--- src/rtl/dff_pipe.sv ---
// WIDTH-bit, DEPTH-stage register pipeline with per-stage valid bits, stall enable, synchronous flush and programmable reset value.
// Latency DEPTH enabled cycles, no backpressure (en=0 holds everything). Optional occupancy counter under DFF_PIPE_OCC_EN.
module dff_pipe #(
  parameter int               WIDTH   = 8,
  parameter int               DEPTH   = 3,
  parameter logic [WIDTH-1:0] RST_VAL = '0
) (
  input  logic             clk,
  input  logic             reset,
  input  logic             en,
  input  logic             flush,
  input  logic             in_val,
  input  logic [WIDTH-1:0] in_data,
  output logic             out_val,
  output logic [WIDTH-1:0] out_data
`ifdef DFF_PIPE_OCC_EN
  ,
  output logic [$clog2(DEPTH+1)-1:0] occ
`endif
);

  logic [DEPTH-1:0]            r_val;
  logic [DEPTH-1:0][WIDTH-1:0] r_data;
  logic [DEPTH-1:0]            w_val_nxt;
  logic [DEPTH-1:0][WIDTH-1:0] w_data_nxt;

  // Flush outranks the enable; with en=0 the inputs are ignored entirely.
  always_comb begin
    w_val_nxt  = r_val;
    w_data_nxt = r_data;
    if (flush) begin
      w_val_nxt  = '0;
      w_data_nxt = {DEPTH{RST_VAL}};
    end else if (en) begin
      w_val_nxt[0]  = in_val;
      w_data_nxt[0] = in_data;
      for (int i = 1; i < DEPTH; i++) begin
        w_val_nxt[i]  = r_val[i-1];
        w_data_nxt[i] = r_data[i-1];
      end
    end
  end

  always_ff @(posedge clk or negedge reset) begin
    if (!reset) begin
      r_val  <= '0;
      r_data <= {DEPTH{RST_VAL}};
    end else begin
      r_val  <= w_val_nxt;
      r_data <= w_data_nxt;
    end
  end

  assign out_val  = r_val[DEPTH-1];
  assign out_data = r_data[DEPTH-1];

`ifdef DFF_PIPE_OCC_EN
  localparam int OCC_W = $clog2(DEPTH+1);

  logic [OCC_W-1:0] r_occ;
  logic [OCC_W-1:0] w_occ_nxt;

  // Popcount of the next valid vector keeps occ aligned with the stages.
  always_comb begin
    w_occ_nxt = '0;
    for (int i = 0; i < DEPTH; i++) begin
      w_occ_nxt = w_occ_nxt + OCC_W'(w_val_nxt[i]);
    end
  end

  always_ff @(posedge clk or negedge reset) begin
    if (!reset) begin
      r_occ <= '0;
    end else begin
      r_occ <= w_occ_nxt;
    end
  end

  assign occ = r_occ;
`endif

endmodule

--- config.mk ---
export PLATFORM = sky130hd
export DESIGN_NAME = dff_pipe
export DESIGN_NICKNAME = d
export VERILOG_FILES = /design/src/rtl/dff_pipe.sv
export SDC_FILE = /design/constraint.sdc
export NUM_CORES = 1
export LEC_CHECK = 0
export BUFFER_PORTS_ARGS = -buffer_cell sky130_fd_sc_hd__buf_2
export CORE_MARGIN = 2
export CORE_UTILIZATION = 40
export CTS_CLUSTER_SIZE = 16
export DETAILED_ROUTE_END_ITERATION = 12
export PLACE_DENSITY = 0.61
export RECOVER_POWER = 100
export SLEW_MARGIN = 20
export SYNTH_ARGS = -nofsm -noshare
export SYNTH_HDL_FRONTEND = slang
export SYNTH_SLANG_ARGS = --single-unit
export TNS_END_PERCENT = 1
--- constraint.sdc ---
create_clock -name clk -period 0.8 [get_ports clk]
set_input_delay 0.16 -clock clk [delete_from_list [all_inputs] [get_ports clk]]
set_output_delay 0.16 -clock clk [all_outputs]
set_load 0.02 [all_outputs]
Word level (Yosys, flattened, before mapping). Cells that the tools add are included.

Word-level logic and storage cells: 9. Output and inout bits: 9. Input bits: 13. Flip-flop bits (word level): 27.

Reduce and logical (&&, ||, !) cells: 1. Muxes and demuxes: 4.

Operator list (number): 2-to-1 mux 24 bit (2); 2-to-1 mux 3 bit (2); nonzero test 2 bit (1).

Longest topological paths before layout.
Word-level depth: 2. Mapped depth: 4. Gate-level depth less buffers: 2.

Worst setup path before layout. OpenSTA, ideal clock, no wires.

Kind: input-to-reg. Start: input port en. End: register r_data[0] in the netlist's numbering. Cell stages on the path: 4. Slack: 0.025 ns. Buffers on the path: 2. Arrival time: 0.654 ns. Setup time: 0.121 ns. Data required time: 0.679 ns. Path through: buf_6 buf_12 mux2i_1 nor2_1.

Longest elaborated chain between the ends: 1.

Ends and longest elaborated chain: from (decl) (RTL line 10) `input logic en,`; nonzero test 2 bit (no source line); to (signal assigned) (RTL line 47) `r_data <= {DEPTH{RST_VAL}};`; to (signal assigned) (RTL line 50) `r_data <= w_data_nxt;`; to (decl) (RTL line 23) `logic [DEPTH-1:0][WIDTH-1:0] r_data;`.

No other way between the ends. A chain may end at the register's enable or synchronous reset.

Worst setup path after layout.
Start: register r_data, in the netlist out_data[6]. End: output port out_data[6].

RTL lines: to (decl) (RTL line 15) `output logic [WIDTH-1:0] out_data`.

No word-level cell between the ends.

==> results.json <==
{
  "status": "finished with violations",
  "violations": "negative setup slack",
  "cts_inserted_buffers": 3,
  "hold_violations": 0,
  "viasPerCell": 4.78,
  "power_frac_clock_pct": 26.0,
  "worst_r2r_startpoint": "out_data[0]$_DFFE_PN0P_",
  "dieArea_um2": 3380,
  "port_buffers": 21,
  "pwr-share-seq_pct": 62.6,
  "whs_path_depth": 3,
  "drtPass1Iterations": 2,
  "ios": 22,
  "yosys_warnings": 0,
  "yosysSeqAreaShare_pct": 57.6,
  "crit_fanout": 2,
  "arrival_ns": 0.89,
  "synth_area_um2": 1170,
  "cts_buffer_depth": 2,
  "timing.final.ws_setup_ns": -0.247,
  "switchingPower_mw": 0.567,
  "worstSkewPairLatency_ns": 0.32,
  "place_hpwl_um": 1190,
  "intPower_mw": 1.73,
  "rsz0062_at_grt": "true",
  "antenna_found_initial": 0,
  "critical_path.top_delay_family": "flip-flops",
  "cts-root-buf": "clkbuf_4",
  "hold_class": "in2reg",
  "cts_sinks": 27,
  "crit_type": "reg2out",
  "p_comb_share_pct": 11.4,
  "post-route-min-period_ns": 1.05,
  "die_width_um": 58.2,
  "grt_max_degree": 28,
  "clock-skew-final_ns": 0.000711,
  "start_util_pct": 42.2,
  "whs_endpoint": "r_val[0]$_DFFE_PN0P_",
  "total_power_mw": 2.30,
  "htreeDepth": 1,
  "path_clk_slew_ns": 0.15,
  "grt_first_pass_wirelength_um": 3150,
  "cts_tree": "yes",
  "core_um2": 2780,
  "ys_seq_elements": 27,
  "timing.fmax_mhz": 955,
  "avgRoutedWirePerCell_um": 12.3,
  "required_ns": 0.64,
  "ant_nets": 0,
  "post-synth-top-area-cell": "dfrtp_1",
  "area_growth_pct": 15.2,
  "path_cells": "buf_6",
  "ys_types": 8,
  "final_nets": 130,
  "fin_util_pct": 48.6,
  "crit_path_start_kind": "register",
  "synth.area.top_cells": "dfrtp_1 (58%), mux2i_1 (23%), nor2_1 (8.6%)",
  "vias": 702,
  "worstRegToRegCells": 4,
  "cp-end-kind": "output port",
  "max_slew_margin_pct": 75.4,
  "cpPeakStageDelay_ns": 0.43,
  "swShare_pct": 24.7,
  "r2r_slack_ns": -0.10,
  "synth_top_cell_area_share_pct": 57.6,
  "timing.rr.end": "out_data[0]$_DFFE_PN0P_",
  "cp_num_buf_inv": 1,
  "pwr_density_cell_nw_per_um2": 1700,
  "grt.total_usage_pct": 12.1,
  "wl_um": 1810,
  "drt_iter0_markers": 10,
  "row_count": 19,
  "hold_start": "in_val",
  "synth_area_per_cell_um2": 12.4,
  "grt_pass1_vias": 698,
  "diodes": 0,
  "synthesis.nets": 108,
  "worstMarginPinSlew_ns": 0.369,
  "cp_slowest_cell": "dfrtp_1",
  "grt.overflow.total": 0,
  "die_h_um": 58.2,
  "finalSetupViolations": 11,
  "maxCapViolations": 0,
  "n_fill_cell": 260,
  "fin_crit_sh_pct": 131,
  "synthCells": 95,
  "drive_gt1_share_pct": 29.3,
  "leakagePower_nw": 0.751,
  "ir_drop_v": 0.000876,
  "routabilityCongestion": 0.658,
  "remaining_drc_errors": 0,
  "drv_slew": 0
}
cell usage in the layout, fill, tap and decap left out:
cell,n
buf_12,3
buf_2,18
buf_4,5
buf_6,3
clkbuf_4,4
clkinv_2,1
dfrtp_1,27
dlygate4sd3_1,1
mux2i_1,27
nor2_1,27
Yosys cell counts:
cell type	count
dfrtp_1	27
buf_6	1
buf_2	2
buf_12	2
nor2_1	27
buf_4	8
clkbuf_2	1
mux2i_1	27
flip-flops by register name, summed over array words and instances (netlist names):
| register | flops |
|---|---|
| r_val | 3 |
| out_data | 8 |
| r_data | 16 |
area by class of cell:
cell class	count	area, um^2	area share [%]
well taps	31	38.8	2.87
multi-input cells	54	372	27.5
repair buffers	31	239	17.7
clock buffers	3	22.5	1.67
flip-flops and latches	27	676	50.0
clock inverters	1	5.00	0.370
worst register-to-register path: stages, from the launching register on:
cell and delay, ns:
dfrtp_1 0.40, buf_4 0.13, buf_4 0.12, mux2i_1 0.11
nor2_1 0.05
power groups by stage:
stage	combinational (mW)	clock, mW	sequential [mW]
2_1_floorplan	0.175	0	1.46
3_3_place_gp	0.255	0	1.46
3_5_place_dp	0.264	0	1.46
4_1_cts	0.275	0.625	1.44
5_1_grt	0.291	0.660	1.44
6_report	0.261	0.596	1.44
repair_timing:
item / in CTS / in global routing
gates resized for setup: 6 / 0
hold endpoints to repair: 27 / 0
endpoints found under the setup margin: 9 / 13
setup buffers: 4 / 1
hold buffers: 1 / 0
through the flow:
step / TNS [ns] / setup slack, ns / instance area (um^2) / hold slack (ns) / cells
floorplan: 0 / 0.0251 / 1170 / -0.136 / 95
global placement: -0.511 / -0.0333 / 1270 / 0.111 / 137
detailed placement: -0.883 / -0.0619 / 1270 / 0.117 / 137
CTS: -2.34 / -0.260 / 1360 / 0.0599 / 146
global route: -2.88 / -0.288 / 1350 / 0.0743 / 147
finish: -2.27 / -0.247 / 1350 / 0.0698 / 147
metal layers:
| layer | up-vias | track usage [%] | share of wire (%) |
|---|---|---|---|
| met1 | 345 | 17.0 | 47 |
| met5 | - | 0 | 0 |
| met2 | 8 | 18.7 | 48 |
| li1 | 347 | - | - |
| met3 | 2 | 2.01 | 3.4 |
| met4 | 0 | 4.98 | 0.83 |
how the worst max path moves through the flow:
stage	startpoint	slack (ns)	endpoint	cells after the start
2_1_floorplan	en	0.03	r_data[0]$_DFFE_PN0P_	4
3_3_place_gp	en	-0.03	r_data[13]$_DFFE_PN0P_	4
3_5_place_dp	en	-0.06	r_data[2]$_DFFE_PN0P_	4
4_1_cts	out_data[6]$_DFFE_PN0P_	-0.26	out_data[6]	1
5_1_grt	out_data[5]$_DFFE_PN0P_	-0.29	out_data[5]	1
6_report	out_data[6]$_DFFE_PN0P_	-0.25	out_data[6]	1
logic make-up (layout without fill, tap and decap cells):
logic type,Yosys count,in the layout,share of synthesized area [%]
AND/OR/NAND/NOR,27,27,8.64
multiplexers,27,27,23.0
flip-flops,27,27,57.6
buffers and inverters,14,35,10.8
Note: power is estimated with default switching activity, not from simulation.
